[src/rtl/dpram_arbiter.sv]
// Round-robin arbiter that maps up to two requesters per cycle onto the A/B
// ports of a true dual-port RAM and steers 1-cycle-late read data back.
module dpram_arbiter #(
  parameter int DATA_WIDTH = 64,
  parameter int ADDR_WIDTH = 4,
  parameter int NUM_REQ    = 4
) (
  input  logic                          clk,
  input  logic                          rst_n,
  input  logic [NUM_REQ-1:0]            req_valid,
  input  logic [NUM_REQ-1:0]            req_we,
  input  logic [NUM_REQ*ADDR_WIDTH-1:0] req_addr,
  input  logic [NUM_REQ*DATA_WIDTH-1:0] req_wdata,
  output logic [NUM_REQ-1:0]            req_ready,
  output logic [NUM_REQ-1:0]            rsp_valid,
  output logic [NUM_REQ*DATA_WIDTH-1:0] rsp_rdata,
  output logic [ADDR_WIDTH-1:0]         ram_addr_a,
  output logic [ADDR_WIDTH-1:0]         ram_addr_b,
  output logic [DATA_WIDTH-1:0]         ram_wdata_a,
  output logic [DATA_WIDTH-1:0]         ram_wdata_b,
  output logic                          ram_we_a,
  output logic                          ram_we_b,
  input  logic [DATA_WIDTH-1:0]         ram_q_a,
  input  logic [DATA_WIDTH-1:0]         ram_q_b
);
  localparam int PTR_W = $clog2(NUM_REQ);
  localparam int SW    = PTR_W + 1;

  logic [ADDR_WIDTH-1:0] addr_arr  [NUM_REQ];
  logic [DATA_WIDTH-1:0] wdata_arr [NUM_REQ];

  logic [PTR_W-1:0]   rr_ptr_reg, rr_ptr_next;
  logic [NUM_REQ-1:0] rsp_valid_reg, rsp_valid_next;
  logic [NUM_REQ-1:0] sel_b_reg, sel_b_next;

  logic             a_found, b_found;
  logic [PTR_W-1:0] a_idx, b_idx, scan_idx, last_idx;
  logic [SW-1:0]    scan_ext;
  logic             grant_a, grant_b;

  genvar gi;
  generate
    for (gi = 0; gi < NUM_REQ; gi++) begin : g_req
      assign addr_arr[gi]  = req_addr[gi*ADDR_WIDTH +: ADDR_WIDTH];
      assign wdata_arr[gi] = req_wdata[gi*DATA_WIDTH +: DATA_WIDTH];
      assign rsp_rdata[gi*DATA_WIDTH +: DATA_WIDTH] =
        rsp_valid_reg[gi] ? (sel_b_reg[gi] ? ram_q_b : ram_q_a) : '0;
    end
  endgenerate

  // Scan from rr_ptr; port B skips any candidate that would race port A's
  // access to the same word with a write involved.
  always_comb begin
    a_found  = 1'b0;
    b_found  = 1'b0;
    a_idx    = '0;
    b_idx    = '0;
    scan_ext = '0;
    scan_idx = '0;
    for (int k = 0; k < NUM_REQ; k++) begin
      scan_ext = {1'b0, rr_ptr_reg} + SW'(k);
      if (scan_ext >= SW'(NUM_REQ)) scan_ext = scan_ext - SW'(NUM_REQ);
      scan_idx = scan_ext[PTR_W-1:0];
      if (req_valid[scan_idx]) begin
        if (!a_found) begin
          a_found = 1'b1;
          a_idx   = scan_idx;
        end else if (!b_found &&
                     !((addr_arr[scan_idx] == addr_arr[a_idx]) &&
                       (req_we[scan_idx] || req_we[a_idx]))) begin
          b_found = 1'b1;
          b_idx   = scan_idx;
        end
      end
    end
  end

  // Reset also masks grants so the block looks idle while rst_n is low.
  assign grant_a = rst_n & a_found;
  assign grant_b = rst_n & b_found;

  always_comb begin
    ram_addr_a  = '0;
    ram_wdata_a = '0;
    ram_we_a    = 1'b0;
    ram_addr_b  = '0;
    ram_wdata_b = '0;
    ram_we_b    = 1'b0;
    if (grant_a) begin
      ram_addr_a  = addr_arr[a_idx];
      ram_wdata_a = wdata_arr[a_idx];
      ram_we_a    = req_we[a_idx];
    end
    if (grant_b) begin
      ram_addr_b  = addr_arr[b_idx];
      ram_wdata_b = wdata_arr[b_idx];
      ram_we_b    = req_we[b_idx];
    end
  end

  always_comb begin
    req_ready  = '0;
    sel_b_next = '0;
    for (int i = 0; i < NUM_REQ; i++) begin
      if ((grant_a && a_idx == PTR_W'(i)) || (grant_b && b_idx == PTR_W'(i)))
        req_ready[i] = 1'b1;
      if (grant_b && b_idx == PTR_W'(i))
        sel_b_next[i] = 1'b1;
    end
  end

  assign rsp_valid_next = req_ready & req_valid & ~req_we;
  assign rsp_valid      = rsp_valid_reg;

  always_comb begin
    last_idx    = grant_b ? b_idx : a_idx;
    rr_ptr_next = rr_ptr_reg;
    if (grant_a)
      rr_ptr_next = (last_idx == PTR_W'(NUM_REQ - 1)) ? '0 : last_idx + PTR_W'(1);
  end

  always_ff @(posedge clk or negedge rst_n) begin
    if (!rst_n) begin
      rr_ptr_reg    <= '0;
      rsp_valid_reg <= '0;
      sel_b_reg     <= '0;
    end else begin
      rr_ptr_reg    <= rr_ptr_next;
      rsp_valid_reg <= rsp_valid_next;
      sel_b_reg     <= sel_b_next;
    end
  end

endmodule

[config.mk]
export PLATFORM = sky130hd
export DESIGN_NAME = dpram_arbiter
export DESIGN_NICKNAME = d
export VERILOG_FILES = /design/src/rtl/dpram_arbiter.sv
export SDC_FILE = /design/constraint.sdc
export NUM_CORES = 1
export LEC_CHECK = 0
export CAP_MARGIN = 10
export CELL_PAD_IN_SITES_DETAIL_PLACEMENT = 0
export CELL_PAD_IN_SITES_GLOBAL_PLACEMENT = 1
export CORE_AREA = 3 3 313 315
export DETAILED_ROUTE_END_ITERATION = 10
export DIE_AREA = 0 0 316 318
export GPL_TIMING_DRIVEN = 0
export MAX_ROUTING_LAYER = met4
export PLACE_DENSITY_LB_ADDON = 0.3
export SYNTH_ARGS = -nofsm -noshare
export SYNTH_HDL_FRONTEND = slang
export SYNTH_SLANG_ARGS = --single-unit
[constraint.sdc]
create_clock -name clk -period 9 [get_ports clk]
set_input_delay 1.8 -clock clk [delete_from_list [all_inputs] [get_ports clk]]
set_output_delay 1.8 -clock clk [all_outputs]
set_load 0.01 [all_outputs]
# Word level (Yosys, flattened, before mapping)
# Cells that the tools add are included.
# totals
register_bits	10
output_inout_bits	402
elab_cells	192
# classes
addsub	8
order_cmp	21
n_eq_ne	10
mux	111
bitwise_logic	13
n_reduce_logical	26
# ops
cell	count
64-bit 2-to-1 mux	14
64-bit binary-select mux with 2-bit select	2
4-bit 2-to-1 mux	18
4-bit binary-select mux with 2-bit select	8
2-bit 2-to-1 mux	22
1-bit 2-to-1 mux	35
3-bit >= comparator, second input constant	11
2-bit by 3-bit < comparator with 1-bit output, second input constant	9
1-bit binary-select mux with 2-bit select	12
2-bit NOT with 3-bit output	8
1-bit logical AND	13
4-bit equality test	3
2-bit equality test, second input constant	5
4-bit bitwise AND	2
2-bit by 1-bit subtractor with 2-bit output, second input constant	4
1-bit logical OR	7
2-bit by 2-bit adder with 3-bit output, second input constant	2
2-bit by 1-bit equality test with 1-bit output, second input constant	2
1-bit zero test	4
2-bit zero test	2
4-bit NOT	1
2-bit by 1-bit adder with 3-bit output, second input constant	1
2-bit by 3-bit >= comparator with 1-bit output, second input constant	1
2-bit by 1-bit adder with 2-bit output, second input constant	1
1-bit bitwise AND	2

# Depth between registers and ports, before layout
# logic_depth
depth_word	30
depth_mapped	22
depth_no_buf	15

# Least setup slack after synthesis
# Ideal clock, no wire load.
# synth_timing
kind	input port to output port
from	in req_valid[3]
to	out ram_addr_b[0]
t_arrival_ns	6.024
setup_slack_ns	1.176
path_stages	20
path_cell_list	clkbuf_1 mux2_2 and2_1 o21bai_1 ha_1 clkbuf_1 inv_1 mux2_4 o32ai_4 mux4_2 xor2_1 nor4_2 a21oi_2 and3_1 o21a_1 buf_4 buf_12 buf_12 mux2i_1 o22ai_1
# synth_via
elab_chain_cells	27
# synth_lines
element	line_no	rtl
start, declared	10	input logic [NUM_REQ-1:0] req_valid,
1-bit binary-select mux with 2-bit select	64	if (req_valid[scan_idx]) begin
1-bit 2-to-1 mux (implied by the code)	64	
2-bit 2-to-1 mux	64	
2-bit NOT with 3-bit output (implied by the code)	69	!((addr_arr[scan_idx] == addr_arr[a_idx]) &&
4-bit binary-select mux with 2-bit select	69	
4-bit 2-to-1 mux (implied by the code) (2 in series)	69	
4-bit equality test	69	
1-bit logical AND	69	
[9 not listed]	n/a	
1-bit logical AND	68	end else if (!b_found &&
2-bit 2-to-1 mux	68	
2-bit 2-to-1 mux	65	if (!a_found) begin
2-bit 2-to-1 mux	64	
2-bit NOT with 3-bit output (implied by the code)	95	ram_addr_b = addr_arr[b_idx];
4-bit binary-select mux with 2-bit select	95	
4-bit 2-to-1 mux (implied by the code) (2 in series)	95	
4-bit 2-to-1 mux *	94	if (grant_b) begin
end, declared	18	output logic [ADDR_WIDTH-1:0] ram_addr_b,
# Mark *: on every way between the ends. The rest lies on a longest branch, timed or not. The select of a mux whose other input is x is not followed.

# Worst setup path in the final report
# layout_timing
from	in req_valid[3]
to	out req_ready[1]
# layout_via
elab_chain_cells	26
# layout_lines
element	line_no	rtl
1-bit binary-select mux with 2-bit select	64	
1-bit 2-to-1 mux (implied by the code)	64	
2-bit 2-to-1 mux	64	
2-bit NOT with 3-bit output (implied by the code)	69	
4-bit binary-select mux with 2-bit select	69	
4-bit 2-to-1 mux (implied by the code) (2 in series)	69	
4-bit equality test	69	
1-bit logical AND	69	
[9 not listed]	n/a	
1-bit logical AND	68	
2-bit 2-to-1 mux / 1-bit 2-to-1 mux (equally long branches)	68	
2-bit 2-to-1 mux / 1-bit 2-to-1 mux (equally long branches)	65	
2-bit 2-to-1 mux / 1-bit 2-to-1 mux (equally long branches)	64	
2-bit by 1-bit equality test with 1-bit output / 1-bit bitwise AND (equally long branches)	105, 80	
1-bit logical AND	105	if ((grant_a && a_idx == PTR_W'(i)) || (grant_b && b_idx == PTR_W'(i)))
1-bit logical OR *	105	
1-bit 2-to-1 mux *	105	
end, declared	14	output logic [NUM_REQ-1:0] req_ready,
# Marks and branches as above.

==> impl_metrics.tcl <==
set metrics [dict create \
    num_vias 13900 \
    num_rows 113 \
    worst_ep_required_time_ps 7200 \
    grt_pass1_wl_um 124000 \
    die_h_um 318 \
    nFillCells 10500 \
    hp-class "flip-flop to flip-flop" \
    slew_viol_final 0 \
    grt_use_total_pct 17.7 \
    ys_seq_elements 10 \
    path_clk_slew_ps 40 \
    finalPower_mw 6.88 \
    start_util_pct 11.1 \
    yosysSeqAreaShare_pct 2.37 \
    syn_avg_cell_area_um2 8.72 \
    synthesis.nets 1623 \
    hold_viol 0 \
    synthArstFlopShare_pct 100 \
    drt_wl_total_um 91400 \
    crit_type "input pin to output pin" \
    cts_tree "yes" \
    drt-pass1-iter-count 5 \
    worstPathArrival_ps 7000 \
    via_per_inst 4.20 \
    cp-start-kind "input pin" \
    htree_levels 1 \
    critPathLaunch "req_valid[3]" \
    finalSetupTns_ps 0 \
    post-route-drc-count 0 \
    hold_start "rr_ptr_reg[0]" \
    drv_cap 0 \
    synth.distinct_cells 65 \
    cts_buffers 3 \
    cts_hold_buf 0 \
    dieArea_um2 100000 \
    grtUsageMet2_pct 33.8 \
    ios 812 \
    clock_latency_ps 230 \
    clock_sinks 10 \
    hpwl_um 77400 \
    finalSetupViolations 0 \
    synth_cells 1212 \
    clk_path_buf_depth 2 \
    wl_per_cell_um 27.7 \
    finClkSkew_ps 2.61 \
    grt_pass1_vias 14900 \
    max-slew-margin-rel_pct 17.9 \
    finalCritPeriodShare_pct 97.8 \
    busiest_layer "met2" \
    hold_depth 7 \
    synth_area_um2 10600 \
    tightestPinTransition_ps 1230 \
    synth-warning-count 0 \
    ff2ff_path_depth 23 \
    portBuffers 809 \
    hold_slack_ps 1520 \
    power.density_nw_per_um2 332 \
    grt_use_met1_pct 19.2 \
    drt_iter0_markers 555 \
    synth_ff_type "dfrtp_1" \
    fp.dieW_um 316 \
    use_met3_pct 3.35 \
    core_um2 95200 \
    cts_root_buffer "clkbuf_16" \
    fin_nets 2445 \
    clock.fmax_ghz 0.114 \
    grt_max_degree 14 \
    cp_max_fo 10 \
    rsz0062_at_grt "false" \
    drive_gt1_share_pct 8.80 \
    ir_worst_vdd_mv 0.247 \
    gp_congestion 0.912 \
    status "completed" \
    area_growth_pct 96.2 \
    overflow 0 \
    endpoint_kind "output pin" \
    synth_edf_count 0 \
    ant_nets 0 \
    finalCriticalPeriod_ps 8800 \
    timing.rr.start "rr_ptr_reg[0]" \
    antenna_found_initial 22 \
    p_leak_nw 7.34 \
]
-- final timing paths --
| check | end | slack, ps |
|---|---|---|
| max | req_ready[1] | 200 |
| min | sel_b_reg[3] | 1520 |
| max reg2reg | rsp_valid[1] | 2990 |
| min reg2reg | sel_b_reg[3] | 1520 |
| max in group asynchronous | sel_b_reg[3] | 6700 |
| min in group asynchronous | rr_ptr_reg[0] | 1930 |
-- through the flow --
step | instances | util, % | instance area [um2] | setup WS [ps]
after CTS | 3298 | 21.7 | 20600 | -66.5
after detailed placement | 3288 | 21.3 | 20300 | -1730
after global placement | 3286 | 21.3 | 20200 | -1650
after global routing | 3303 | 21.8 | 20700 | 4.04
final | 3305 | 21.8 | 20700 | 196
after floorplan | 1212 | - | 10600 | 1180
-- where the power goes --
group,internal [mW],total (mW),switching (mW)
Clock,0.0667,0.0860,0.0194
Combinational,3.26,6.73,3.47
Sequential,0.0593,0.0698,0.0105
-- layer usage --
layer | share of wire (%) | vias up
met3 | 6.0 | 71
li1 | - | 6143
met4 | 1.5 | 0
met2 | 54 | 649
met5 | 0 | -
met1 | 39 | 7025
-- cell families (layout without fill, tap and decap cells) --
kind of cell / after synthesis / in the layout / share of synthesized area [%]
simple gates: 410 / 410 / 23.7
other cells: 0 / 7 / 0
mux: 499 / 499 / 57.4
buf+inv: 139 / 960 / 6.46
fa+ha+maj: 1 / 1 / 0.118
compound gates: 143 / 143 / 9.08
flops: 10 / 10 / 2.37
xor+xnor: 10 / 10 / 0.829
-- cell type report --
type	instances	area, um2	share of cell area (%)
multi-input combinational	1063	9790	47.2
sequential	10	250	1.21
timing repair buffer	818	8230	39.7
clock buffer	4	88.8	0.428
buffer	129	746	3.60
antenna	7	17.5	0.0845
tap	1265	1580	7.63
inverter	9	33.8	0.163
-- timing repair --
action,4_1_cts,5_1_grt
cloned,1,0
pin swaps,5,2
setup buffers,6,0
gates resized for setup,112,35
endpoints found under the setup margin,142,70
endpoints found under the hold margin,0,0
-- synthesized netlist by cell type (4+ instances only) --
cell	number	share of area, %
inv_1	9	0.32
nor2_1	12	0.43
nand2_1	20	0.71
nor2b_1	329	19
o21a_1	8	0.57
and3_1	6	0.36
and2_1	7	0.41
o22ai_1	71	4.2
o21ai_0	16	0.76
dfrtp_1	10	2.4
buf_1	22	0.78
nand3_1	9	0.43
buf_2	16	0.76
mux2i_1	410	39
mux4_2	84	18
buf_8	7	0.99
clkbuf_4	5	0.36
nor3_1	7	0.33
a21oi_1	11	0.52
a211oi_1	4	0.28
clkbuf_1	76	2.7
xor2_1	7	0.58
-- worst max-delay path: stages --
cell	delay (ps)
clkdlybuf4s50_1	430
clkbuf_4	200
mux2_2	320
and2_4	200
o21bai_2	220
ha_4	250
mux2_4	320
o32ai_4	250
buf_12	150
mux4_1	550
xor2_1	190
nor4_2	130
buf_4	160
a21oi_2	60
and3_1	210
o21a_1	210
buf_12	160
bufbuf_16	290
buf_12	130
o21ai_2	240
dlygate4sd2_1	500
-- cells in the final DEF, fill, tap and decap left out, types with 19 or more instances in the layout --
cell	netlist	routed
mux2i_1	410	402
clkdlybuf4s50_1	0	736
clkbuf_1	76	60
mux4_2	84	84
nor2b_1	329	328
buf_1	22	20
dlygate4sd2_1	0	47
o22ai_1	71	61
dlymetal6s2s_1	0	25
nand2_1	20	19
No activity file was read; power rests on OpenSTA's default activity.
